--- src/rtl/gnand_unit.sv ---
// Bitwise NAND with a registered copy, lane-0 truth-table coverage and a saturating y_q toggle counter.
// Latency: y and y_all are combinational; y_q, cov, cov_done and tog_cnt update one clk edge after inputs.
// Backpressure: none; a and b are sampled on every rising edge.
module gnand_unit #(
    parameter int WIDTH = 1,
    parameter int CNT_W = 8
) (
    input  logic             clk,
    input  logic             rst_n,
    input  logic [WIDTH-1:0] a,
    input  logic [WIDTH-1:0] b,
    output logic [WIDTH-1:0] y,
    output logic [WIDTH-1:0] y_q,
    output logic             y_all,
    output logic [3:0]       cov,
    output logic             cov_done,
    output logic [CNT_W-1:0] tog_cnt
);

    logic [WIDTH-1:0] yreg_d, yreg_q;
    logic [3:0]       cov_d, cov_q;
    logic             done_d, done_q;
    logic [CNT_W-1:0] tog_d, tog_q;
    logic [1:0]       cov_idx;

    assign y     = ~(a & b);
    assign y_all = &y;

    always_comb begin
        yreg_d  = y;
        cov_idx = {a[0], b[0]};
        cov_d   = cov_q | (4'b0001 << cov_idx);
        done_d  = (cov_d == 4'b1111);
        tog_d   = tog_q;
        // Compare against the current register so the first edge after reset sees all-ones.
        if ((yreg_d != yreg_q) && (tog_q != {CNT_W{1'b1}})) begin
            tog_d = tog_q + CNT_W'(1);
        end
    end

    always_ff @(posedge clk) begin
        if (!rst_n) begin
            yreg_q <= {WIDTH{1'b1}};
            cov_q  <= 4'b0000;
            done_q <= 1'b0;
            tog_q  <= '0;
        end else begin
            yreg_q <= yreg_d;
            cov_q  <= cov_d;
            done_q <= done_d;
            tog_q  <= tog_d;
        end
    end

    assign y_q      = yreg_q;
    assign cov      = cov_q;
    assign cov_done = done_q;
    assign tog_cnt  = tog_q;

endmodule

--- config.mk ---
export PLATFORM = sky130hd
export DESIGN_NAME = gnand_unit
export DESIGN_NICKNAME = d
export VERILOG_FILES = /design/src/rtl/gnand_unit.sv
export SDC_FILE = /design/constraint.sdc
export NUM_CORES = 1
export LEC_CHECK = 0
export ABC_AREA = 1
export ABC_CLOCK_PERIOD_IN_PS = 1600
export BUFFER_PORTS_ARGS = -buffer_cell sky130_fd_sc_hd__buf_2
export CORE_AREA = 2 2 41 43
export CTS_CLUSTER_SIZE = 40
export DETAILED_ROUTE_END_ITERATION = 7
export DIE_AREA = 0 0 43 45
export PLACE_DENSITY = 0.73
export RECOVER_POWER = 50
export SETUP_SLACK_MARGIN = 0.2
export SLEW_MARGIN = 30
export SYNTH_ARGS = -nofsm -noshare
export SYNTH_HDL_FRONTEND = slang
export SYNTH_SLANG_ARGS = --single-unit
--- constraint.sdc ---
create_clock -name clk -period 1.6 [get_ports clk]
set_input_delay 0.32 -clock clk [delete_from_list [all_inputs] [get_ports clk]]
set_output_delay 0.32 -clock clk [all_outputs]
set_load 0.01 [all_outputs]
After elaboration in Yosys (flattened, before gate mapping)
Index checks and enable logic that the tools add are counted.

cells by class
  $add $sub $neg = 1
  equal/unequal tests = 3
  shift operators = 1
  bitwise operators = 3
  reductions and logical operators = 1

operator list
  kind                                                               count
  8-bit by 1-bit adder with 8-bit output, second input constant      1
  8-bit != test, second input constant                               1
  4-bit == test, second input constant                               1
  4-bit OR                                                           1
  1-bit by 2-bit left shift with 4-bit output, first input constant  1
  1-bit AND                                                          1
  1-bit logical AND                                                  1
  1-bit != test                                                      1
  1-bit NOT                                                          1

word-level totals
  bits in registers = 14
  input port bits = 4
  output and inout port bits = 16

Longest topological paths before layout
  word-level depth = 4
  mapped depth = 8
  gate-level depth less buffers = 8

Worst setup path after synthesis
Ideal clock, no wire load.

  path type = register to register
  start = register tog_q[0] (netlist: tog_cnt[0])
  end = register tog_q[0] (netlist: tog_cnt[0])
  setup time = 116 ps
  arrival = 1,162 ps
  setup slack = 323 ps
  cell stages (with the launch flop) = 9
  buffers on the path = 0
  cell sequence = dfxtp_1 > ha_1 > nand2_2 > nor2_4 > nand2_4 > nand2_4 > inv_1 > nor2_1 > nor2_1

on the way
  cells in the longest elaborated chain, start to end = 2
  elaborated cells between the ends (all ways) = 3

ends and longest elaborated chain
  item                                                                                            line  text
  from (decl)                                                                                     23    logic [CNT_W-1:0] tog_d, tog_q;
  from (signal assigned)                                                                          51    tog_q <= tog_d;
  parallel branches: the longest is 2 deep, another holds 8-bit by 1-bit adder with 8-bit output  n/a

Parallel ways; which one is timed is not known.
A chain may end at the register's enable or synchronous reset.

Final worst setup path
  start = register tog_q[1] (netlist: tog_cnt[1])
  end = register tog_q[0] (netlist: tog_cnt[0])

on the way
  cells in the longest elaborated chain, start to end = 2

ends and longest elaborated chain
  item               line  text
  8-bit != test      36    if ((yreg_d != yreg_q) && (tog_q != {CNT_W{1'b1}})) begin
  1-bit logical AND  36

Every way passes these cells.

==> results <==
- The cell chosen for the clock root is clkbuf_4.
- The run finished with clean final reports.
- After synthesis, the mean cell area works out to 7.36 um2.
- The worst relative slew slack is 0.836.
- The count of nets left with antenna violations once routing finished came out at 0.
- The total number of yosys warnings is 0.
- The share of flip-flops with an asynchronous set or reset after synthesis is 0.
- The non-filler instance count after layout is 131.
- The final period demand of the worst path is 1.31 ns.
- Dividing the detail-routed via count by the number of cells gives 4.85.
- The data arrival time of the critical path is 1.48 ns.
- The count of different cell masters after synthesis is 20.
- The initial antenna violation count is 0.
- The area of the mapped netlist is 692 um2.
- The net count of the mapped netlist is 99.
- The total iterations of the first detailed-routing run is 2.
- The number of buffers added to fix hold violations after cts is 0.
- Derived from the worst setup path, the maximum achievable clock frequency is 765 MHz.
- The total congestion overflow is 0.
- The placeable core region is 1470 um2.
- The clock-pin transition on the worst setup and hold timing paths is 0.09 ns.
- The static leakage is 0.000384 uW.
- Across the run, the number of max-cap violations was 0.
- The via count of the first global-routing pass is 570.
- Setup repair after global routing left no endpoint under its margin.
- The fraction of post-synthesis cell area in the top cell type by area is 0.405.
- Summed over all instances, the cell type with the most area after synthesis is dfxtp_1.
- The vertical die dimension is 45 um.
- The power density relative to cell area is 804 nW/um2.
- The share of post-route cells with drive strength above 1 is 0.200.
- The worst min-delay path class is input port to flip-flop.
- The worst setup path is captured at a flip-flop.
- Of the synthesized area, sequential elements account for 0.405.
- At the later pin of the worst-skew pair, clock insertion delay measures 0.28 ns.
- The maximum count of clock buffers along a single path is 2.
- For this run, the slowest stage of the critical path takes 0.40 ns.
- The number of nets at the end of the flow is 122.
- After detailed placement, the design holds a cell count of 128.
- The final layout contains routed wiring with a total length of 1390 um.
- For the worst setup path, the data required time is 1.78 ns.
- The end-of-flow core utilization is 0.550.
- 20 I/O pins were placed.
- The wire length per cell is 10.6 um.
- By count the netlist is led by nand2_1, nor2_1, inv_1.
- The layout overhead on the synthesized area is 17.0%.
- The die is 43 um wide.
- In this run the number of H-tree levels came out at 1.
- The global-route wire length before repair is 2300 um.
- The final weighted congestion in routability-driven placement is 0.775.
- The maximum number of pins on one net before global-route repair is 11.
- Setup violations remaining at the end of the flow were counted as 0.
- The number of buffer cells added on primary ports is 19.
- Row generation in the floorplan step produced 14 rows.
- The count of mapped cells out of synthesis is 94.
- For this run, design rule violations remaining after detail routing come to 0.
- For the final routed database, the setup TNS stands at 0 ns.
- The final hold violation count is 0.
- The classification of the worst setup path is flip-flop to flip-flop.
- TritonCTS built the clock tree.
- STA classifies the critical path startpoint as a flip-flop.
- The max-slew violation count was 0.
- Of all nets on the critical path, the largest fanout is 7.
- The actual slew at the worst max-slew pin is 0.247 ns.
- For this block, the via count after detailed routing is 635.
- For the final database, setup skew stands at 0.00852 ns.
- Counting flops and latches in the post-synthesis netlist gives 14.
- After legalization and detailed placement, the total HPWL measured 1030 um.
- The number of post-CTS setup repair buffers is 0.
- Overall power consumption after layout is estimated at 651 uW.
- The clock sink count is 14.
- The number of DRC markers in iteration 0 is 9.
- The share of the clock period used by the worst path is 0.817.
- Gates resized during post-CTS repair numbered 0.
- The commonest register cell after synthesis is dfxtp_1.
- After synthesis, the cell types taking the most area are dfxtp_1, nand2_1, nor2_1.
- The critical path goes through ha_1, nand2_2, nor2_4, nand2_4, nand2_4, inv_1, nor2_1, nor2_1.
- The die covers 1940 um2.
- The cell at the slowest stage of the critical path is dfxtp_1.
- The aggregate global-route resource usage is 0.160.
- The initial utilization of the core area, before any placement, comes to 0.470.
- The repair_antennas step left the layout with diodes totalling 0.
- In this run, synthesis inferred 0 flip-flops with an integrated enable.
- IR analysis of the VDD net gives a maximum drop of 475 uV.
- The number of fill cells is 163.
- The clock buffer count from CTS is 3.
==> worst paths after layout <==
check                           startpoint    endpoint  slack [ns]  depth (start not counted)
worst min-delay path                 rst_n         y_q        0.30                          2
worst max-delay path            tog_cnt[1]  tog_cnt[0]        0.29                          8
worst min register to register      cov[1]      cov[1]        0.50                          2
worst max register to register  tog_cnt[1]  tog_cnt[0]        0.29                          8
==> state kept, by name, indices dropped and copies added, names as in the netlist <==
signal    count
tog_cnt       8
y_q           1
cov           4
cov_done      1
==> critical path: cells and delay by family, from the launching register on <==
kind          cells  cell delay (ns)
simple gates      6             0.53
flops             1             0.40
fa+ha+maj         1             0.22
buf+inv           1             0.05
==> placed cells by master, fill, tap and decap left out <==
cell type,instances
xor2_1,1
nor2_4,2
clkbuf_1,9
clkbuf_4,3
o21ai_0,2
o21bai_1,2
nor3_1,1
dfxtp_2,1
nand4_1,4
nand3_2,1
nand3b_1,1
buf_2,10
a21oi_2,1
nand2_4,3
or2_2,1
dfxtp_1,13
nor2_1,16
ha_1,1
nand3_1,7
inv_1,15
nand2_2,1
nand2_1,17
a21oi_1,3
==> layout make-up <==
type                            instances  area [um2]  area share
Sequential cell                        14         282       0.348
Clock buffer                            3        22.5      0.0278
Inverter                               15        56.3      0.0696
Timing Repair Buffer                   19        83.8       0.104
Tap cell                               16        20.0      0.0247
Multi-Input combinational cell         64         345       0.427
==> power by group <==
| part | leakage (uW) | switching [uW] | total, uW | internal [uW] |
|---|---|---|---|---|
| clock | 0.0000138 | 110 | 198 | 87.3 |
| sequential | 0.000115 | 10.7 | 373 | 362 |
| combinational | 0.000256 | 51.5 | 80.6 | 29.1 |
==> layer usage <==
| layer | GRT usage | share of wire |
|---|---|---|
| met1 | 0.208 | 0.49 |
| met2 | 0.242 | 0.44 |
| met3 | 0.0280 | 0.044 |
| met4 | 0.109 | 0.024 |
| met5 | 0 | 0 |
==> cell families (layout without fill, tap and decap cells) <==
group | Yosys count | count (layout) | synth area share
AOI/OAI and AO/OA | 8 | 8 | 0.0705
xor gates and xnor gates | 1 | 1 | 0.0127
adders and majority gates | 1 | 1 | 0.0181
buffers and inverters | 16 | 37 | 0.0922
DFF | 14 | 14 | 0.405
and+or+nand+nor | 54 | 54 | 0.401
==> stage by stage <==
step | cell area, um2 | worst slack (ns) | hold WS (ns)
global route | 810 | 0.179 | 0.307
CTS | 822 | 0.274 | 0.290
global placement | 800 | 0.346 | 0.463
detailed placement | 800 | 0.292 | 0.474
floorplan | 692 | 0.323 | 0.389
finish | 810 | 0.293 | 0.296
Note: power is estimated with default switching activity, not from simulation.
